**src/rtl/commit_gather_unit_pkg.sv**
```systemverilog
// Shared types and sizing for the commit gather path.
// Holds the packet and commit record layouts that the execute side and the
// commit arbiter exchange with commit_gather_unit, plus the warp-to-slot map.
package commit_gather_unit_pkg;

  localparam int unsigned XLEN        = 32;
  localparam int unsigned NUM_THREADS = 4;
  localparam int unsigned NUM_LANES   = 2;
  localparam int unsigned ISSUE_WIDTH = 2;
  localparam int unsigned NUM_WARPS   = 4;
  localparam int unsigned UUID_WIDTH  = 8;
  localparam int unsigned PC_WIDTH    = 32;
  localparam int unsigned NUM_REGS    = 32;

  localparam int unsigned NUM_PACKETS = NUM_THREADS / NUM_LANES;
  localparam int unsigned PID_WIDTH   = (NUM_PACKETS > 1) ? $clog2(NUM_PACKETS) : 1;
  localparam int unsigned NW_WIDTH    = (NUM_WARPS > 1) ? $clog2(NUM_WARPS) : 1;
  localparam int unsigned ISW_WIDTH   = (ISSUE_WIDTH > 1) ? $clog2(ISSUE_WIDTH) : 1;
  localparam int unsigned RD_WIDTH    = $clog2(NUM_REGS);
  localparam int unsigned TIDX_WIDTH  = (NUM_THREADS > 1) ? $clog2(NUM_THREADS) : 1;
  // Lane offset pid*NUM_LANES carries one spare bit above the thread index.
  localparam int unsigned OFF_WIDTH   = $clog2(NUM_THREADS) + 1;

  typedef struct packed {
    logic [UUID_WIDTH-1:0]               uuid;
    logic [NW_WIDTH-1:0]                 wid;
    logic [NUM_LANES-1:0]                tmask;
    logic [PC_WIDTH-1:0]                 pc;
    logic                                wb;
    logic [RD_WIDTH-1:0]                 rd;
    logic [NUM_LANES-1:0][XLEN-1:0]      data;
    logic [PID_WIDTH-1:0]                pid;
    logic                                sop;
    logic                                eop;
  } pkt_data_t;

  typedef struct packed {
    logic [UUID_WIDTH-1:0]               uuid;
    logic [NW_WIDTH-1:0]                 wid;
    logic [NUM_THREADS-1:0]              tmask;
    logic [PC_WIDTH-1:0]                 pc;
    logic                                wb;
    logic [RD_WIDTH-1:0]                 rd;
    logic [NUM_THREADS-1:0][XLEN-1:0]    data;
  } commit_data_t;

  localparam int unsigned PKT_DATAW    = $bits(pkt_data_t);
  localparam int unsigned COMMIT_DATAW = $bits(commit_data_t);

  function automatic logic [ISW_WIDTH-1:0] wid_to_isw(input logic [NW_WIDTH-1:0] wid);
    int unsigned w;
    w = 32'(wid);
    return ISW_WIDTH'(w % ISSUE_WIDTH);
  endfunction

endpackage

```
**src/rtl/commit_gather_slot.sv**
```systemverilog
// One issue slot of the commit gather unit: packet accumulator, IDLE/COLLECT
// FSM and the commit output stage.
// Ports:
//   clk, reset        clock, synchronous active-low reset
//   in_valid          packet valid, already filtered for this slot
//   in_data           packet {uuid, wid, tmask, pc, wb, rd, data, pid, sop, eop}
//   in_ready          packet acceptance (valid for any in_data, gated by reset)
//   out_valid/out_data/out_ready  assembled commit record handshake
module commit_gather_slot
  import commit_gather_unit_pkg::*;
#(
  parameter int unsigned OUT_REG = 1
) (
  input  logic         clk,
  input  logic         reset,
  input  logic         in_valid,
  input  pkt_data_t    in_data,
  output logic         in_ready,
  output logic         out_valid,
  output commit_data_t out_data,
  input  logic         out_ready
);

  typedef enum logic {IDLE, COLLECT} state_t;

  state_t                 state, state_n;
  commit_data_t           acc, merged;
  logic                   fire, eop_room;
  logic [OFF_WIDTH-1:0]   lane_off, lane_idx;

  assign fire     = in_valid && in_ready;
  assign in_ready = reset && (!in_data.eop || eop_room);

  // Accumulator merged with the current packet; a sop packet starts from a
  // cleared record so lanes outside its pid never carry stale state.
  always_comb begin
    merged   = acc;
    lane_off = OFF_WIDTH'(in_data.pid) * OFF_WIDTH'(NUM_LANES);
    lane_idx = '0;
    if (in_data.sop || NUM_PACKETS == 1) begin
      merged      = '0;
      merged.uuid = in_data.uuid;
      merged.wid  = in_data.wid;
      merged.pc   = in_data.pc;
      merged.wb   = in_data.wb;
      merged.rd   = in_data.rd;
    end
    for (int unsigned l = 0; l < NUM_LANES; l++) begin
      lane_idx = lane_off + OFF_WIDTH'(l);
      merged.tmask[lane_idx[TIDX_WIDTH-1:0]] = in_data.tmask[l];
      merged.data[lane_idx[TIDX_WIDTH-1:0]]  = in_data.data[l];
    end
  end

  always_comb begin
    state_n = state;
    if (fire) begin
      if (in_data.eop) begin
        state_n = IDLE;
      end else if (in_data.sop) begin
        state_n = COLLECT;
      end
    end
  end

  always_ff @(posedge clk) begin
    if (!reset) begin
      state <= IDLE;
      acc   <= '0;
    end else begin
      state <= state_n;
      if (fire && !in_data.eop) begin
        acc <= merged;
      end
    end
  end

  if (OUT_REG != 0) begin : g_out_reg
    logic         ov;
    commit_data_t od;

    // Drain and refill may happen in the same cycle.
    assign eop_room = !ov || out_ready;

    always_ff @(posedge clk) begin
      if (!reset) begin
        ov <= 1'b0;
      end else if (fire && in_data.eop) begin
        ov <= 1'b1;
      end else if (out_ready) begin
        ov <= 1'b0;
      end
    end

    always_ff @(posedge clk) begin
      if (fire && in_data.eop) begin
        od <= merged;
      end
    end

    assign out_valid = ov;
    assign out_data  = od;
  end else begin : g_out_comb
    assign eop_room  = out_ready;
    assign out_valid = reset && in_valid && in_data.eop;
    assign out_data  = merged;
  end

  a_sop_in_collect: assert property (@(posedge clk) disable iff (!reset)
    !(fire && in_data.sop && state == COLLECT));
  a_nonsop_in_idle: assert property (@(posedge clk) disable iff (!reset)
    !(fire && !in_data.sop && state == IDLE));
  a_wid_change: assert property (@(posedge clk) disable iff (!reset)
    !(fire && state == COLLECT && in_data.wid != acc.wid));

endmodule

```
**src/rtl/commit_gather_unit.sv**
```systemverilog
// Commit gather unit: reassembles NUM_LANES-wide execute result packets into
// NUM_THREADS-wide commit records, one stream per issue slot.
// Block input b serves slots with isw % BLOCK_SIZE == b; slot = wid % ISSUE_WIDTH.
// Ports:
//   clk, reset                    clock, synchronous active-low reset
//   pkt_in_valid/data/ready       BLOCK_SIZE execute packet streams
//   commit_out_valid/data/ready   ISSUE_WIDTH assembled commit streams
//   perf_stall_cycles, perf_packets  only with COMMIT_GATHER_PERF_EN defined
module commit_gather_unit
  import commit_gather_unit_pkg::*;
#(
  parameter int unsigned BLOCK_SIZE = 1,
  parameter int unsigned OUT_REG    = 1
) (
  input  logic                                     clk,
  input  logic                                     reset,
  input  logic [BLOCK_SIZE-1:0]                    pkt_in_valid,
  input  logic [BLOCK_SIZE-1:0][PKT_DATAW-1:0]     pkt_in_data,
  output logic [BLOCK_SIZE-1:0]                    pkt_in_ready,
  output logic [ISSUE_WIDTH-1:0]                   commit_out_valid,
  output logic [ISSUE_WIDTH-1:0][COMMIT_DATAW-1:0] commit_out_data,
  input  logic [ISSUE_WIDTH-1:0]                   commit_out_ready
`ifdef COMMIT_GATHER_PERF_EN
  ,
  output logic [ISSUE_WIDTH-1:0][31:0]             perf_stall_cycles,
  output logic [31:0]                              perf_packets
`endif
);

  pkt_data_t              pkt     [BLOCK_SIZE];
  logic [ISW_WIDTH-1:0]   pkt_isw [BLOCK_SIZE];
  logic [ISSUE_WIDTH-1:0] slot_valid, slot_ready, ready_sel;

  for (genvar b = 0; b < BLOCK_SIZE; b++) begin : g_in
    logic r;
    assign pkt[b]     = pkt_data_t'(pkt_in_data[b]);
    assign pkt_isw[b] = wid_to_isw(pkt[b].wid);

    always_comb begin
      r = 1'b0;
      for (int unsigned i = b; i < ISSUE_WIDTH; i += BLOCK_SIZE) begin
        r = r | ready_sel[i];
      end
    end
    assign pkt_in_ready[b] = r;
  end

  for (genvar i = 0; i < ISSUE_WIDTH; i++) begin : g_slot
    localparam int unsigned B = i % BLOCK_SIZE;
    commit_data_t od;

    assign slot_valid[i] = pkt_in_valid[B] && (pkt_isw[B] == ISW_WIDTH'(i));
    assign ready_sel[i]  = slot_ready[i] && (pkt_isw[B] == ISW_WIDTH'(i));

    commit_gather_slot #(
      .OUT_REG (OUT_REG)
    ) u_slot (
      .clk       (clk),
      .reset     (reset),
      .in_valid  (slot_valid[i]),
      .in_data   (pkt[B]),
      .in_ready  (slot_ready[i]),
      .out_valid (commit_out_valid[i]),
      .out_data  (od),
      .out_ready (commit_out_ready[i])
    );

    assign commit_out_data[i] = od;
  end

`ifdef COMMIT_GATHER_PERF_EN
  logic [31:0] fire_cnt;

  always_comb begin
    fire_cnt = '0;
    for (int unsigned b = 0; b < BLOCK_SIZE; b++) begin
      fire_cnt = fire_cnt + 32'(pkt_in_valid[b] && pkt_in_ready[b]);
    end
  end

  always_ff @(posedge clk) begin
    if (!reset) begin
      perf_stall_cycles <= '0;
      perf_packets      <= '0;
    end else begin
      for (int unsigned i = 0; i < ISSUE_WIDTH; i++) begin
        perf_stall_cycles[i] <= perf_stall_cycles[i]
                                + 32'(commit_out_valid[i] && !commit_out_ready[i]);
      end
      perf_packets <= perf_packets + fire_cnt;
    end
  end
`endif

endmodule

```
**config.mk**
```make
export PLATFORM = sky130hd
export DESIGN_NAME = commit_gather_unit
export DESIGN_NICKNAME = d
export VERILOG_FILES = /design/src/rtl/commit_gather_unit_pkg.sv /design/src/rtl/commit_gather_slot.sv /design/src/rtl/commit_gather_unit.sv
export SDC_FILE = /design/constraint.sdc
export NUM_CORES = 1
export LEC_CHECK = 0
export ABC_AREA = 1
export BUFFER_PORTS_ARGS = -buffer_cell sky130_fd_sc_hd__buf_4
export CELL_PAD_IN_SITES_DETAIL_PLACEMENT = 1
export CELL_PAD_IN_SITES_GLOBAL_PLACEMENT = 1
export CORE_ASPECT_RATIO = 0.75
export CORE_UTILIZATION = 38
export DETAILED_ROUTE_END_ITERATION = 16
export HOLD_SLACK_MARGIN = 0.15
export PLACE_DENSITY = 0.74
export SLEW_MARGIN = 15
export SYNTH_ARGS = -nofsm -noshare
export SYNTH_HDL_FRONTEND = slang
export SYNTH_SLANG_ARGS = --single-unit
```
**constraint.sdc**
```tcl
create_clock -name clk -period 6 [get_ports clk]
set_input_delay 0.9 -clock clk [delete_from_list [all_inputs] [get_ports clk]]
set_output_delay 0.9 -clock clk [all_outputs]
set_load 0.02 [all_outputs]
```
==> impl_results.md, run 1 <==
- Outcome: complete, no violations
- Worst reg2reg setup slack: 3580 ps
- Clock-pin slew on the worst setup and hold paths: ~60 ps
- Die Height: 243 µm
- Syn Nets: 3613
- Yosys Warn Count: 0
- Clock Tree Root: clkbuf_16
- Period utilisation layout: 0.525
- Area Growth Syn to Fin: 22.6%
- Starting Density: 0.387
- Fmax: 317 MHz
- Flop pwr share: 0.498
- Critical path peak fanout: 111
- Register bit total from synthesis: between 700 and 800
- Router iterations before antenna repair: 5
- GRT Overall Usage: 0.220
- Worst Path Required: 5100 ps
- Max VDD drop: 0.202 mV
- Worst Path Class, Setup: in2out
- Max Cap Viol: 0
- GRT overflow: 0
- Final GP Congestion: 0.797
- Switching power total: roughly 2600 µW
- Worst-skew pair later-pin latency: about 630 ps
- Post-route ant nets: 0
- Gate power share: 0.076
- Layout cells sized above 1: 0.166
- Clock Skew: 21.0 ps
- I/O pins: 485
- Die area: 78300 µm²
- Sw Ratio: 0.241
- Final routed DRC violation total: 0
- Final Hold Viols: 0
- Fin. max-slew vios: 0
- Post-Syn Instances: roughly 3500
- Largest net degree at the start of global routing: 199
- Drt total wl: 87.8 mm
- Internal power: 8200 µW
- Smallest hold slack: between 500 and 600 ps
- FILL cells: 9011
- Initial antenna violation count: 5
- Yosys top cell area share: 0.369
- Hpwl dp: 54.5 mm
- Vias per cell: 4.75
- Final setup vio count: 0
- Port buffer count: 484
- Slew HR: 0.286
- Synthesized area per cell: 8.40 µm²
- RSZ-0062 raised after global routing: no
- Final Critical Period: 3150 ps
- TNS Setup: 0 ps
- Top post-synthesis cells by area: edfxtp_1 (37%), dfxtp_1 (25%), nand2_1 (14%), nor2_1 (9.3%), inv_1 (4.7%)
- Slew @ Worst Pin: roughly 1100 ps
- H-tree depth: 3
- Sink Count: approximately 720
- EDFF count, synth: 360
- Design area: 36000 µm²
- Starting DRT DRC Count: ~1300
- Critical Path End Type: primary output
- Bufs on Longest Clock Path: 3
- Routed vias: 23500
- Site Rows: 87
- Pwr/cell area: 300 nW/µm²
- Yosys top cell by area: edfxtp_1
- Synth cell types: 22
- Clk pwr share: 0.427
- Startpoint Class: input pin
- Post-synthesis sequential area ratio: 0.616
- DP Area: ~34000 µm²
- First-pass GRT wire length: around 130 mm
- Hold Path Class: reg2reg
- Hold-fix buffers, CTS: 0
- Pleak: 0.0172 µW
- Primary FF master, synth: dfxtp_1
- Layout Nets: 3990
- Die W: 323 µm
- CTS resizes: 0
- Async set-reset flop share out of synthesis: 0
- Cell Area, Synth: 29300 µm²
- Via count of the first global-routing pass: 23700
- Most common cell in the netlist: nand2_1
- Critical Path AT: 2250 ps
- Setup bufs post-CTS: 0
- Core area: between 70000 and 80000 µm²
- Synth top cells by count: nand2_1 (1101), nor2_1 (723), inv_1 (370)
- CTS Buf Count: 76
- CTS tree: built
- DR WL/cell: 17.7 µm
==> sequential cells by signal (all words and copies together), names as in the netlist <==
name,cells
g_slot.u_slot.acc,360
g_slot.u_slot.out_valid,2
g_slot.u_slot.out_data,360
==> critical path: stages <==
cell	delay, ps
buf_8	510
o21ai_0	210
mux2i_1	340
buf_4	210
==> per-stage QoR <==
stage	util	cells	worst slack (ps)	total power, µW
CTS	0.475	4953	2820	10900
global route	0.475	4956	2750	11200
detailed placement	0.443	4813	2460	6300
finish	0.475	4956	2850	10800
global placement	0.443	4813	2510	6280
floorplan	-	3491	392	5990
==> power by group through the flow <==
stage               registers (µW)  logic (µW)  clock network, µW
CTS                           5380         826               4720
global placement              5480         797                  0
global route                  5390         908               4890
detailed placement            5480         818                  0
finish                        5380         815               4610
floorplan                     5530         460                  0
==> worst paths after layout <==
check                                           startpoint                            end  depth (start not counted)
worst max-delay path                                 reset                   pkt_in_ready                          4
worst min-delay path             g_slot[0].u_slot.acc[100]      g_slot[0].u_slot.acc[100]                          4
worst max register to register  g_slot[1].u_slot.out_valid  g_slot[1].u_slot.out_data[81]                          4
worst min register to register   g_slot[0].u_slot.acc[100]      g_slot[0].u_slot.acc[100]                          4
==> cells by family (layout without fill, tap and decap cells) <==
family	count (synthesis)	in the layout	synth area share
and+or+nand+nor	2027	2027	0.269
DFF	722	722	0.616
buffers and inverters	575	1014	0.0812
AOI/OAI and AO/OA	166	166	0.0335
muxes	1	1	0.000341
other	0	3	0
==> per-layer routing <==
| metal | global-route usage | up-vias | part of all wire |
|---|---|---|---|
| li1 | - | 11600 | - |
| met1 | 0.288 | 11300 | 0.44 |
| met2 | 0.357 | 488 | 0.47 |
| met3 | 0.0461 | 163 | 0.052 |
| met4 | 0.0781 | 4 | 0.033 |
| met5 | 0 | - | 0.00031 |
==> cell usage in the layout, fill, tap and decap left out, types with 3 or more instances in the layout <==
cell,instances
clkbuf_1,27
diode_2,3
edfxtp_1,360
clkinv_1,8
nand3_1,198
dfxtp_1,362
o21ai_2,40
o21ai_0,124
nor2_1,723
nand2_1,1101
clkinv_2,10
clkinv_8,3
buf_12,9
clkbuf_16,80
clkbuf_8,10
buf_4,490
inv_1,368
==> cell type report <==
type / instances / area [µm²] / share of cell area
Antenna cell: 3 / 7.51 / 0.000209
Clock buffer: 117 / 2240 / 0.0623
Clock inverter: 23 / 168 / 0.00466
Inverter: 373 / 1430 / 0.0396
Multi-Input combinational cell: 2194 / 8900 / 0.247
Sequential cell: 722 / 18100 / 0.502
Tap cell: 1023 / 1280 / 0.0356
Timing Repair Buffer: 501 / 3880 / 0.108
Note: power is estimated with default switching activity, not from simulation.
==> run 2, diff against run 1 <==
- ABC_AREA: 1 -> 0
- CORE_UTILIZATION: 38 -> 40
- clock period: 6 -> 2.69 ns (I/O delays scaled with it)
==> run 2 against run 1 <==
  * Cell count fell by 22%
  * Core utilization rose by 4.5 points
  * Largest power group unchanged
  * Flip-flop and latch count did not move
  * Total power rose by 130%
  * First-iteration DRC count rose by 6.4%
  * Critical path type is now in2reg
  * Non-clock buffer count rose by 120
==> impl_results.md, run 2 <==
- Hold Path Class: in2reg
- Internal power: 18700 µW (+130%)
- Setup WS post-layout: 739 ps (-2110 ps)
- Die area: 70500 µm² (-9.9%)
- Yosys top cell area share: 0.389 (+0.0205)
- Synth top cells by count: dfxtp_1 (362), edfxtp_1 (360), a21oi_1 (330)
- Gate power share: 0.078 (+0.002)
- Site Rows: 83 (-4.6%)
- Final Power: 24400 µW (+130%)
- Clock Tree Root: clkbuf_16
- Starting Density: 0.405 (+0.0182)
- Utilization after layout: 0.520 (+0.0452)
- Synth cell types: 29 (+32%)
- Setup bufs post-CTS: 0 (unchanged)
- Primary FF master, synth: dfxtp_1
- CTS resizes: 0 (unchanged)
- Final GP Congestion: 0.800 (+0.43%)
- EDFF count, synth: 360 (unchanged)
- Layout cells sized above 1: 0.220 (+0.0532)
- Worst Path Class, Setup: in2reg
- Worst-skew pair later-pin latency: 620 ps (about the same)
- Flop pwr share: 0.491 (-0.007)
- Yosys Warn Count: 0 (unchanged)
- Sw Ratio: 0.236 (-0.00481)
- Commonest cells after routing, fill and taps aside: buf_4 (492), dfxtp_1 (362), edfxtp_1 (360)
- Router iterations before antenna repair: 5 (unchanged)
- Async set-reset flop share out of synthesis: 0 (unchanged)
- Via count of the first global-routing pass: 22600 (-4.7%)
- Pwr/cell area: 685 nW/µm² (+130%)
- First-pass GRT wire length: 135 mm (-0.28%)
- Post-Place Setup Slack: 632 ps (-1830 ps)
- Max VDD drop: 0.540 mV (+170%)
- Final Hold Viols: 0 (unchanged)
- Largest net degree at the start of global routing: 190 (-4.5%)
- H-tree depth: 3 (unchanged)
- I/O pins: 485 (unchanged)
- Startpoint Class: input pin
- Area Growth Syn to Fin: 28.2%
- RSZ-0062 raised after global routing: no
- Post-Syn Instances: 2434 (-30%)
- CTS Buf Count: 75 (-1.3%)
- Critical Path End Type: flip-flop
- Clock-pin slew on the worst setup and hold paths: 60 ps (about the same)
- Clock Skew: 17.7 ps (-3.25 ps)
- Fin. max-slew vios: 0 (unchanged)
- Slew HR: 0.306 (+0.0209)
- GRT Overall Usage: 0.245 (+0.0253)
- Fmax: approximately 500 MHz
- Worst Path Required: 3230 ps (-1870 ps)
- Syn Nets: 2556 (-29%)
- Switching power total: 5760 µW (+120%)
- Port buffer count: 484 (unchanged)
- Yosys top cell by area: edfxtp_1
- Critical path peak fanout: 64 (-42%)
- Smallest hold slack: 183 ps (-331 ps)
- Post-route ant nets: 0 (unchanged)
- Most common cell after layout, fill and taps aside: buf_4
- Die W: 306 µm (-5.1%)
- DR WL/cell: 22.7 µm (+28%)
- Starting DRT DRC Count: 1371 (+6.4%)
- Pleak: 0.0154 µW (-10%)
- Most common cell in the netlist: dfxtp_1
- Slew @ Worst Pin: 1040 ps (-31.4 ps)
- Drt total wl: 88.1 mm (+0.36%)
- Synthesized area per cell: 11.4 µm² (+36%)
- Initial antenna violation count: 2 (-3)
- Max Cap Viol: 0 (unchanged)
- Sink Count: 722 (unchanged)
- Final routed DRC violation total: 0 (unchanged)
- Hpwl dp: 53.7 mm (-1.5%)
- Routed vias: 21300 (-9.3%)
- Register bit total from synthesis: 722 (unchanged)
- CTS tree: built
- FILL cells: 7238 (-20%)
- Bufs on Longest Clock Path: 3 (unchanged)
- Core area: 68500 µm² (-9.5%)
- Clk pwr share: 0.430 (+0.003)
- Die Height: 230 µm (-5.1%)
- Critical Path AT: 2490 ps (+240 ps)
- GRT overflow: 0 (unchanged)
- Post-synthesis sequential area ratio: 0.650 (+0.0342)
- Final setup vio count: 0 (unchanged)
- Vias per cell: 5.50 (+16%)
- Top post-synthesis cells by area: edfxtp_1 (39%), dfxtp_1 (26%), a21oi_1 (5.9%), o21ai_0 (4.6%), o311a_1 (4.1%)
- Period utilisation layout: 0.725
- Hold-fix buffers, CTS: 106 (+106)
- Layout Nets: 3047 (-24%)
- Outcome: complete, no violations
- Cell Area, Synth: 27800 µm² (-5.3%)
- Final Critical Period: 1950 ps
[run 2: cell count changes in the layout (fill, tap and decap cells not counted), sizes merged, moves of 131 or more]
cell	before	now
a21oi	0	330
nor2	723	2
o21ai	164	295
nand3	198	0
nand2	1102	50
[run 2: worst max-delay path, cell delays in order]
cell and delay [ps]:
dlygate4sd3_1 560, buf_8 160, and4bb_4 380, buf_4 540
o21ai_0 200, a21oi_1 180
[run 2: cell type report]
type,instances,area [µm²],share of cell area
multi-input cells,1211,7650,0.215
flip-flops and latches,722,18100,0.507
well taps,892,1120,0.0313
inverters,294,1100,0.0310
clock inverters,40,332,0.00931
clock buffers,99,2160,0.0607
repair buffers,621,5200,0.146
diodes,2,5.00,0.000140
[run 2: cell families after synthesis]
kind of cell / share of synthesized area
compound gates: 0.223
flops: 0.650
buf+inv: 0.0767
simple gates: 0.0501
[run 2: final timing paths]
kind	cells past startpoint	startpoint	slack (ps)	endpoint
max reg2reg	5	g_slot[1].u_slot.out_valid	830	g_slot[1].u_slot.out_valid
min	3	pkt_in_data[61]	180	g_slot[0].u_slot.acc[122]
min reg2reg	1	g_slot[0].u_slot.acc[135]	500	g_slot[0].u_slot.acc[135]
max	6	reset	740	g_slot[0].u_slot.acc[27]
[run 2: metrics by stage]
step / std cells / TNS (ps) / cell area [µm²]
3_3_place_gp: 3634 / 0 / 32100
6_report: 3881 / 0 / 35600
4_1_cts: 3879 / 0 / 35600
5_1_grt: 3881 / 0 / 35600
3_5_place_dp: 3634 / 0 / 32100
2_1_floorplan: 2434 / -690690 / 27900
[run 2: routing by layer]
layer / vias up / track usage / part of all wire
li1: 9731 / - / -
met1: 10800 / 0.317 / 0.42
met2: 604 / 0.409 / 0.49
met3: 162 / 0.0432 / 0.052
met4: 0 / 0.0933 / 0.033
met5: - / 0 / 0
[run 2: power groups by stage]
stage	combinational, µW	sequential (µW)	clock (µW)
after floorplan	964	12300	0
after global placement	1690	12200	0
after detailed placement	1770	12200	0
after CTS	1910	12000	10700
after global routing	2070	12000	11100
final	1910	12000	10500
